`src/rtl/cmp_event_monitor_pkg.sv`:
```
// Shared types for the compare-event monitor: result classes, event record
// layout, monitor FSM states and the flag decoder.
package cmp_event_monitor_pkg;

    localparam int DATA_W = 16;

    typedef logic [DATA_W-1:0] data_t;

    typedef enum logic [1:0] {
        CMP_NONE = 2'd0,
        CMP_LT   = 2'd1,
        CMP_EQ   = 2'd2,
        CMP_GT   = 2'd3
    } cmp_class_t;

    typedef struct packed {
        cmp_class_t prev;
        cmp_class_t curr;
        data_t      data;
    } cmp_evt_t;

    typedef struct packed {
        cmp_class_t cls;
        logic       illegal;
    } cmp_decode_t;

    typedef enum logic {
        S_UNKNOWN = 1'b0,
        S_STABLE  = 1'b1
    } mon_state_t;

    // Exactly one flag high selects a class; every other pattern is illegal.
    function automatic cmp_decode_t flags_to_class(input logic eq, input logic lt, input logic gt);
        cmp_decode_t d;
        d.cls     = CMP_NONE;
        d.illegal = 1'b0;
        case ({eq, lt, gt})
            3'b100:  d.cls = CMP_EQ;
            3'b010:  d.cls = CMP_LT;
            3'b001:  d.cls = CMP_GT;
            default: d.illegal = 1'b1;
        endcase
        return d;
    endfunction

endpackage

```
`src/rtl/cmp_event_monitor_if.sv`:
```
// Compare-result input and event-record output channel of the monitor.
interface cmp_event_monitor_if;
    import cmp_event_monitor_pkg::*;

    logic       in_valid;
    logic       equal;
    logic       less;
    logic       greater;
    data_t      in_data;

    logic       evt_valid;
    logic       evt_ready;
    cmp_class_t evt_prev;
    cmp_class_t evt_curr;
    data_t      evt_data;

    modport master (
        output in_valid, equal, less, greater, in_data, evt_ready,
        input  evt_valid, evt_prev, evt_curr, evt_data
    );

    modport slave (
        input  in_valid, equal, less, greater, in_data, evt_ready,
        output evt_valid, evt_prev, evt_curr, evt_data
    );

endinterface

```
`src/rtl/cmp_event_monitor_sat_counter.sv`:
```
// Saturating up-counter: holds at all-ones instead of wrapping.
module cmp_event_monitor_sat_counter #(
    parameter int W = 16
) (
    input  logic         clk,
    input  logic         rst,
    input  logic         clr,
    input  logic         inc,
    output logic [W-1:0] count
);

    // Count up on inc, stick at the maximum, clear on rst or clr.
    always_ff @(posedge clk) begin
        if (rst || clr) begin
            count <= '0;
        end else if (inc && (count != {W{1'b1}})) begin
            count <= count + W'(1);
        end
    end

endmodule

```
`src/rtl/cmp_event_monitor.sv`:
```
// Compare-event monitor: debounces comparator flag classes and emits one
// record per stable-class change on a 1-deep valid/ready output.
module cmp_event_monitor
    import cmp_event_monitor_pkg::*;
#(
    parameter int STABLE_CNT = 3,
    parameter int CNT_W      = 16
) (
    input  logic               clk,
    input  logic               rst,
    input  logic               clear,
    cmp_event_monitor_if.slave bus,
    output cmp_class_t         stable_cls,
    output logic [CNT_W-1:0]   evt_count,
    output logic [CNT_W-1:0]   err_count,
    output logic               overflow
);

    localparam int RUN_W = $clog2(STABLE_CNT + 1);
    localparam logic [RUN_W-1:0] RUN_MAX = RUN_W'(STABLE_CNT);

    mon_state_t       state;
    mon_state_t       state_nx;
    cmp_class_t       cand;
    cmp_class_t       cand_nx;
    logic [RUN_W-1:0] run;
    logic [RUN_W-1:0] run_nx;
    cmp_decode_t      dec;
    cmp_evt_t         rec;
    cmp_class_t       rec_prev;
    logic             rec_valid;
    logic             legal_smp;
    logic             illegal_smp;
    logic             evt_fire;
    logic             pop;

    assign dec         = flags_to_class(bus.equal, bus.less, bus.greater);
    assign legal_smp   = bus.in_valid & ~dec.illegal;
    assign illegal_smp = bus.in_valid & dec.illegal;
    assign pop         = rec_valid & bus.evt_ready;

    // Run tracking: extend the run on a repeated class, restart it on a new one.
    always_comb begin
        cand_nx = cand;
        run_nx  = run;
        if (legal_smp) begin
            if (dec.cls == cand) begin
                if (run != RUN_MAX) begin
                    run_nx = run + RUN_W'(1);
                end
            end else begin
                cand_nx = dec.cls;
                run_nx  = RUN_W'(1);
            end
        end
    end

    // A full run of a class other than the current stable one is an event.
    assign evt_fire = legal_smp && (run_nx == RUN_MAX) && (cand_nx != stable_cls);

    // FSM state register.
    always_ff @(posedge clk) begin
        if (rst || clear) begin
            state <= S_UNKNOWN;
        end else begin
            state <= state_nx;
        end
    end

    // FSM next state: the first event makes the monitor stable for good;
    // until then the record reports no previous class.
    always_comb begin
        state_nx = state;
        rec_prev = stable_cls;
        case (state)
            S_UNKNOWN: begin
                rec_prev = CMP_NONE;
                if (evt_fire) begin
                    state_nx = S_STABLE;
                end
            end
            S_STABLE: state_nx = S_STABLE;
            default:  state_nx = S_UNKNOWN;
        endcase
    end

    // Candidate, run length and stable class.
    always_ff @(posedge clk) begin
        if (rst || clear) begin
            cand       <= CMP_NONE;
            run        <= '0;
            stable_cls <= CMP_NONE;
        end else begin
            cand <= cand_nx;
            run  <= run_nx;
            if (evt_fire) begin
                stable_cls <= cand_nx;
            end
        end
    end

    // 1-deep record buffer: load when free or popped this cycle, otherwise drop
    // the record and remember the loss in the sticky overflow flag.
    always_ff @(posedge clk) begin
        if (rst || clear) begin
            rec_valid <= 1'b0;
            rec       <= '0;
            overflow  <= 1'b0;
        end else if (evt_fire) begin
            if (!rec_valid || pop) begin
                rec_valid <= 1'b1;
                rec.prev  <= rec_prev;
                rec.curr  <= cand_nx;
                rec.data  <= bus.in_data;
            end else begin
                overflow <= 1'b1;
            end
        end else if (pop) begin
            rec_valid <= 1'b0;
        end
    end

    assign bus.evt_valid = rec_valid;
    assign bus.evt_prev  = rec.prev;
    assign bus.evt_curr  = rec.curr;
    assign bus.evt_data  = rec.data;

    cmp_event_monitor_sat_counter #(.W(CNT_W)) u_evt_cnt (
        .clk   (clk),
        .rst   (rst),
        .clr   (clear),
        .inc   (evt_fire),
        .count (evt_count)
    );

    cmp_event_monitor_sat_counter #(.W(CNT_W)) u_err_cnt (
        .clk   (clk),
        .rst   (rst),
        .clr   (clear),
        .inc   (illegal_smp),
        .count (err_count)
    );

endmodule

```
`src/flat_wrapper.sv`:
```
// flat-port wrapper written by rule: the top's interface ports become plain ports
module cmp_event_monitor_flat import cmp_event_monitor_pkg::*;
#(
    parameter int STABLE_CNT = 3,
    parameter int CNT_W      = 16
)
  (clk, rst, clear, stable_cls, evt_count, err_count, overflow, bus_in_valid, bus_equal, bus_less, bus_greater, bus_in_data, bus_evt_ready, bus_evt_valid, bus_evt_prev, bus_evt_curr, bus_evt_data);
  cmp_event_monitor_if bus_i ();
  input  logic clk;
  input  logic rst;
  input  logic clear;
  output cmp_class_t stable_cls;
  output logic [CNT_W-1:0] evt_count;
  output logic [CNT_W-1:0] err_count;
  output logic overflow;
  input wire logic [$bits(bus_i.in_valid)-1:0] bus_in_valid;
  input wire logic [$bits(bus_i.equal)-1:0] bus_equal;
  input wire logic [$bits(bus_i.less)-1:0] bus_less;
  input wire logic [$bits(bus_i.greater)-1:0] bus_greater;
  input wire logic [$bits(bus_i.in_data)-1:0] bus_in_data;
  input wire logic [$bits(bus_i.evt_ready)-1:0] bus_evt_ready;
  output wire logic [$bits(bus_i.evt_valid)-1:0] bus_evt_valid;
  output wire logic [$bits(bus_i.evt_prev)-1:0] bus_evt_prev;
  output wire logic [$bits(bus_i.evt_curr)-1:0] bus_evt_curr;
  output wire logic [$bits(bus_i.evt_data)-1:0] bus_evt_data;
  assign bus_i.in_valid = bus_in_valid;
  assign bus_i.equal = bus_equal;
  assign bus_i.less = bus_less;
  assign bus_i.greater = bus_greater;
  assign bus_i.in_data = bus_in_data;
  assign bus_i.evt_ready = bus_evt_ready;
  assign bus_evt_valid = bus_i.evt_valid;
  assign bus_evt_prev = bus_i.evt_prev;
  assign bus_evt_curr = bus_i.evt_curr;
  assign bus_evt_data = bus_i.evt_data;
  cmp_event_monitor #(.STABLE_CNT(STABLE_CNT), .CNT_W(CNT_W)) u_core (.clk(clk), .rst(rst), .clear(clear), .bus(bus_i), .stable_cls(stable_cls), .evt_count(evt_count), .err_count(err_count), .overflow(overflow));
endmodule
```
`config.mk`:
```
export PLATFORM = sky130hd
export DESIGN_NAME = cmp_event_monitor_flat
export DESIGN_NICKNAME = d
export VERILOG_FILES = /design/src/rtl/cmp_event_monitor_pkg.sv /design/src/rtl/cmp_event_monitor_if.sv /design/src/rtl/cmp_event_monitor_sat_counter.sv /design/src/rtl/cmp_event_monitor.sv /design/src/flat_wrapper.sv
export SDC_FILE = /design/constraint.sdc
export NUM_CORES = 1
export LEC_CHECK = 0
export ABC_AREA = 1
export BUFFER_PORTS_ARGS = -buffer_cell sky130_fd_sc_hd__buf_2
export CELL_PAD_IN_SITES_DETAIL_PLACEMENT = 0
export CELL_PAD_IN_SITES_GLOBAL_PLACEMENT = 1
export CORE_ASPECT_RATIO = 0.75
export CORE_UTILIZATION = 40
export DETAILED_ROUTE_END_ITERATION = 12
export PLACE_DENSITY_LB_ADDON = 0.15
export SYNTH_ARGS = -nofsm -noshare
export SYNTH_HDL_FRONTEND = slang
export SYNTH_SLANG_ARGS = --single-unit
export TNS_END_PERCENT = 10
```
`constraint.sdc`:
```
create_clock -name clk -period 2.8 [get_ports clk]
set_input_delay 0 -clock clk [delete_from_list [all_inputs] [get_ports clk]]
set_output_delay 0 -clock clk [all_outputs]
set_load 0.005 [all_outputs]
```
---- Word level (Yosys, flattened, before mapping) ----
Cells that the tools add are included.
cells by class
  bitwise gates (word level) .............. 5
  equal/unequal tests ..................... 10
  add/sub/neg operators ................... 3
  reductions and logical operators ........ 12
  mux-type cells .......................... 13
operator list
  operator               count
  $add 16x1->16 const B  2
  $ne 16x16->1 const B   2
  $mux 2                 6
  $pmux 2 s3             1
  $reduce_and 2->1       3
  $mux 1                 5
  $logic_and 1x1->1      4
  $and 1x1->1            3
  $eq 3x1->1 const B     1
  $eq 3x2->1 const B     1
  $eq 3x3->1 const B     1
  $reduce_or 3->1        1
  $add 2x1->2 const B    1
  $eq 2x2->1             1
  $eq 2x2->1 const B     1
  $logic_or 1x1->1       2
  $ne 2x1->1 const B     1
  $ne 2x2->1             1
  $ne 2x2->1 const B     1
  $not 1->1              2
  $pmux 1 s2             1
  $reduce_bool 2->1      1
  $logic_not 1->1        1
word-level totals
  word-level logic and storage cells ...... 54
  output and inout bits ................... 56
  bits of input ports ..................... 24
  bits in registers ....................... 61

---- Depth between registers and ports, before layout ----
  word-level depth ........................ 10
  gate-level depth with buffers ........... 15
  mapped depth without buffers ............ 14

---- Hierarchy ----
From an unflattened synthesis, not the netlist that was laid out.
unflattened totals
  cells, all modules ...................... 496
  area, all modules ....................... 3236.9 um^2
modules (own cells, without submodules)
  module                         cells each  area each (um^2)  instances
  cmp_event_monitor_sat_counter  149         950.9             2
  cmp_event_monitor              198         1335.0            1

---- Worst setup path after synthesis ----
Ideal clock, no wire load.
  kind .................................... reg2reg
  start ................................... reg u_core.u_evt_cnt.count[0]
  end ..................................... reg u_core.u_evt_cnt.count[4]
  arrival time ............................ 1.570 ns
  stages on the path, launching flop included .. 10
  required time ........................... 2.668 ns
  setup time .............................. 0.132 ns
  slack ................................... 1.098 ns
  cells stage by stage .................... dfxtp_1 > ha_1 > nand2_2 > nor3_4 > nand2_2 > clkinv_1 > nand4_2 > clkbuf_1 > nand4_1 > a21oi_1
between the ends
  cells in the longest elaborated chain, start to end .. 2
  elaborated cells on any way between the ends .. 3
  those cells by class .................... add/sub (1); eq/ne (1); reduce/logical (1)
ends and longest elaborated chain
  item                                                                   line                                 text
  from (decl)                                                            cmp_event_monitor_sat_counter.sv:9   output logic [W-1:0] count
  from (signal assigned)                                                 cmp_event_monitor_sat_counter.sv:17  count <= count + W'(1);
  parallel branches: the longest is 2 deep, another holds $add 16x1->16  --
Several ways; the timed one is not identified.
A chain may end at the register's enable or synchronous reset.

---- Worst setup path in the final report ----
  start ................................... reg u_core.u_err_cnt.count[0]
  end ..................................... reg u_core.u_err_cnt.count[8]
between the ends
  cells in the longest elaborated chain, start to end .. 2
  elaborated cells on any way between the ends .. 3
  those cells by class .................... add/sub (1); eq/ne (1); reduce/logical (1)
ends and longest elaborated chain
  item                                                                   line
  from (decl)                                                            cmp_event_monitor_sat_counter.sv:9
  from (signal assigned)                                                 cmp_event_monitor_sat_counter.sv:17
  parallel branches: the longest is 2 deep, another holds $add 16x1->16  --
Several ways; the timed one is not identified.

==> flow_summary_export.csv <==
group,metric,value,unit
clocking,clkLatencyLatePin,0.34,ns
sta,skew,0.00702,ns
yosys,syn_nets,480,
route,routedWlPerCell,11.6,um
die,die_w,104,um
yosys,async_reset_ff_share,0,%
route,ant_nets,0,
layout,multi_input_area,0.00160,mm2
setup_path,worstPathArrival,2.12,ns
run,maxCapViolCount,0,
setup_path,rrSetupSlack,0.92,ns
sta,fin_setup_tns,0,ns
setup_path,r2r-start,"u_core.u_err_cnt.count[0]",
pwr,irDropWorstVdd,232,uV
placed_design,place_inst,621,
sta,timing.hold.ws,0.0856,ns
route,dr_total_vias,3074,
setup_path,critPathLaunch,"u_core.u_err_cnt.count[0]",
setup_path,path_max_fanout,10,
placed_design,gp_congestion,0.811,
sta,hold_viol,0,
yosys,ys_types,32,
yosys,synth_edf_count,0,
layout,drive_above_1_share,21.2,%
setup_path,startpoint_type,"flop",
die,fp-row-count,27,
route,drc_errors,0,
hold_path,hold_depth,4,
clocking,root_buffer,"clkbuf_8",
sta,max_slew.worst_pin.slew,0.972,ns
die,io_pins,80,
global_route,gr-total-overflow,0,
sta,setup_viol,0,
placed_design,dp_hpwl,5100,um
status,status,"finished clean",
layout,fillCellCount,767,
layout,layout.nets,574,
setup_path,cp.required,3.04,ns
die,start_util,42.0,%
clocking,cts.clk_slew.worst_paths,0.07,ns
sta,drv_slew,0,
route,wl_met3,264,um
global_route,grt_start_max_net_pins,38,
setup_path,crit_type,"reg -> reg",
clocking,cts_tree,"done",
sta,fin_crit_sh,67.0,%
layout,regArea,0.00122,mm2
yosys,ys_seq_area_share,39.0,%
route,highest-signal-layer,"met4",
setup_path,r2r_end,"u_core.u_err_cnt.count[8]",
global_route,grt_pass1_wl,13000,um
sta,rsz0062_at_grt,"false",
route,wirelength_met1,4090,um
die,core,0.00747,mm2
sta,timing.final.crit_period,1.88,ns
sta,relSlewSlack,35.1,%
setup_path,crit_path_end_kind,"flop",
clocking,ctsHtreeMaxLevel,3,
clocking,cts_made_buffers,9,
global_route,antenna_found_initial,0,
sta,max_freq,0.533,GHz
die,dieHeight,78.7,um
placed_design,port_buffers,79,
clocking,numClockSinks,61,
pwr,finalPower,1.82,mW
route,met2_length,3100,um
route,drtIter0Drc,107,
clocking,clock_path_buffers,2,
layout,fin_cells,654,
hold_path,hp-class,"in -> reg",
route,routed_wl,7580,um
pwr,power.density,459,mW/mm2
die,fp.dieArea,0.00820,mm2
yosys,yosys_warnings,0,
yosys,synth_flop_cell,"dfxtp_1",
yosys,synth_area_per_cell,6.90,um2
setup_path,endpoint,"u_core.u_err_cnt.count[8]",
yosys,ys_ff_latch,61,
global_route,grt_use_total,19.7,%
clocking,cts_setup_buffers,0,
route,viasPerCell,4.70,
layout,area_growth,26.6,%
yosys,synthCells,454,
yosys,synth_area,0.00313,mm2
route,firstDrtPassIters,4,
global_route,first_global_vias,2874,
pwr,leakage,1.80,nW
layout,antenna_cells,0,
setup_path,reg2reg_depth,10,
## area by class of cell
cell class | instances | share of cell area [%]
Multi-Input combinational cell | 316 | 40.2
Sequential cell | 61 | 30.8
Timing Repair Buffer | 98 | 14.6
Inverter | 62 | 5.87
Clock buffer | 13 | 4.26
Tap cell | 101 | 3.19
Clock inverter | 3 | 1.07
## sequential cells by signal (all words and copies together) (netlist names)
register                count
u_core.stable_cls           2
u_core.bus.evt_data        16
u_core.u_evt_cnt.count     16
u_core.bus.evt_curr         2
u_core.overflow             1
u_core.run                  2
u_core.u_err_cnt.count     16
u_core.state                1
u_core.cand                 2
u_core.bus.evt_prev         2
u_core.bus.evt_valid        1
## through the flow
step | instance area, um2 | setup slack [ns] | util, %
2_1_floorplan | 3130 | 1.10 | -
3_3_place_gp | 3590 | 0.868 | 48.0
3_5_place_dp | 3590 | 0.808 | 48.0
4_1_cts | 3970 | 0.907 | 53.1
5_1_grt | 3970 | 0.696 | 53.1
6_report | 3970 | 0.925 | 53.1
## kinds of logic after synthesis
family          share of synthesized area, %
buf+inv                                 10.2
compound gates                          7.82
fa+ha+maj                              0.798
simple gates                            37.2
xor+xnor                                5.03
flops                                   39.0
## worst max-delay path, cell delays in order (launching register included)
cell	delay, ns
dfxtp_1	0.35
ha_1	0.27
nand3_1	0.14
nor2_1	0.06
nand3_1	0.09
nand2_2	0.14
nor2_1	0.21
nand2_1	0.12
nor2_1	0.15
a21oi_1	0.08
o21a_1	0.15
## timing repair
action,in CTS,in global routing
hold endpoints to repair,17,0
resized for setup,0,0
hold buffers,17,0
## metal layers
| layer | up-vias | track usage (%) |
|---|---|---|
| li1 | 1645 | - |
| met1 | 1362 | 26.5 |
| met2 | 54 | 29.9 |
| met3 | 13 | 5.65 |
| met4 | 0 | 6.86 |
| met5 | - | 0 |
## how the worst min path moves through the flow
stage / from / endpoint
6_report: bus_in_valid / u_core.run[1]
2_1_floorplan: bus_in_data[0] / u_core.bus.evt_data[0]
3_3_place_gp: bus_in_data[7] / u_core.bus.evt_data[7]
5_1_grt: bus_in_valid / u_core.run[1]
3_5_place_dp: bus_in_data[2] / u_core.bus.evt_data[2]
4_1_cts: bus_in_valid / u_core.run[1]
## synthesized netlist by cell type, types with 4 or more instances
cell	number	share of area, %
o21ai_0	8	1.3
inv_2	4	0.48
nand2_1	108	13
inv_1	57	6.8
xor2_1	15	4.2
clkbuf_1	7	0.84
nor3_1	9	1.4
nor2_1	65	7.8
dfxtp_1	61	39
nand2_2	6	1.2
nand4_1	25	5.0
buf_2	4	0.64
a21oi_1	32	5.1
nand3_1	24	3.8
## power by group
group | leakage [nW] | switching (mW) | internal (mW)
sequential | 0.491 | 0.00225 | 0.870
combinational | 1.21 | 0.0694 | 0.0440
clock | 0.106 | 0.351 | 0.483
## layout by cell type (no fill, tap or decap), types with 9 or more instances in the layout
| master | instances |
|---|---|
| xor2_1 | 15 |
| dfxtp_1 | 61 |
| nand3_1 | 24 |
| inv_1 | 57 |
| clkbuf_8 | 12 |
| a21oi_1 | 32 |
| nand2_1 | 108 |
| buf_2 | 79 |
| nand4_1 | 25 |
| nor2_1 | 64 |
| nor3_1 | 9 |
| dlygate4sd3_1 | 17 |
Note: power is estimated with default switching activity, not from simulation.
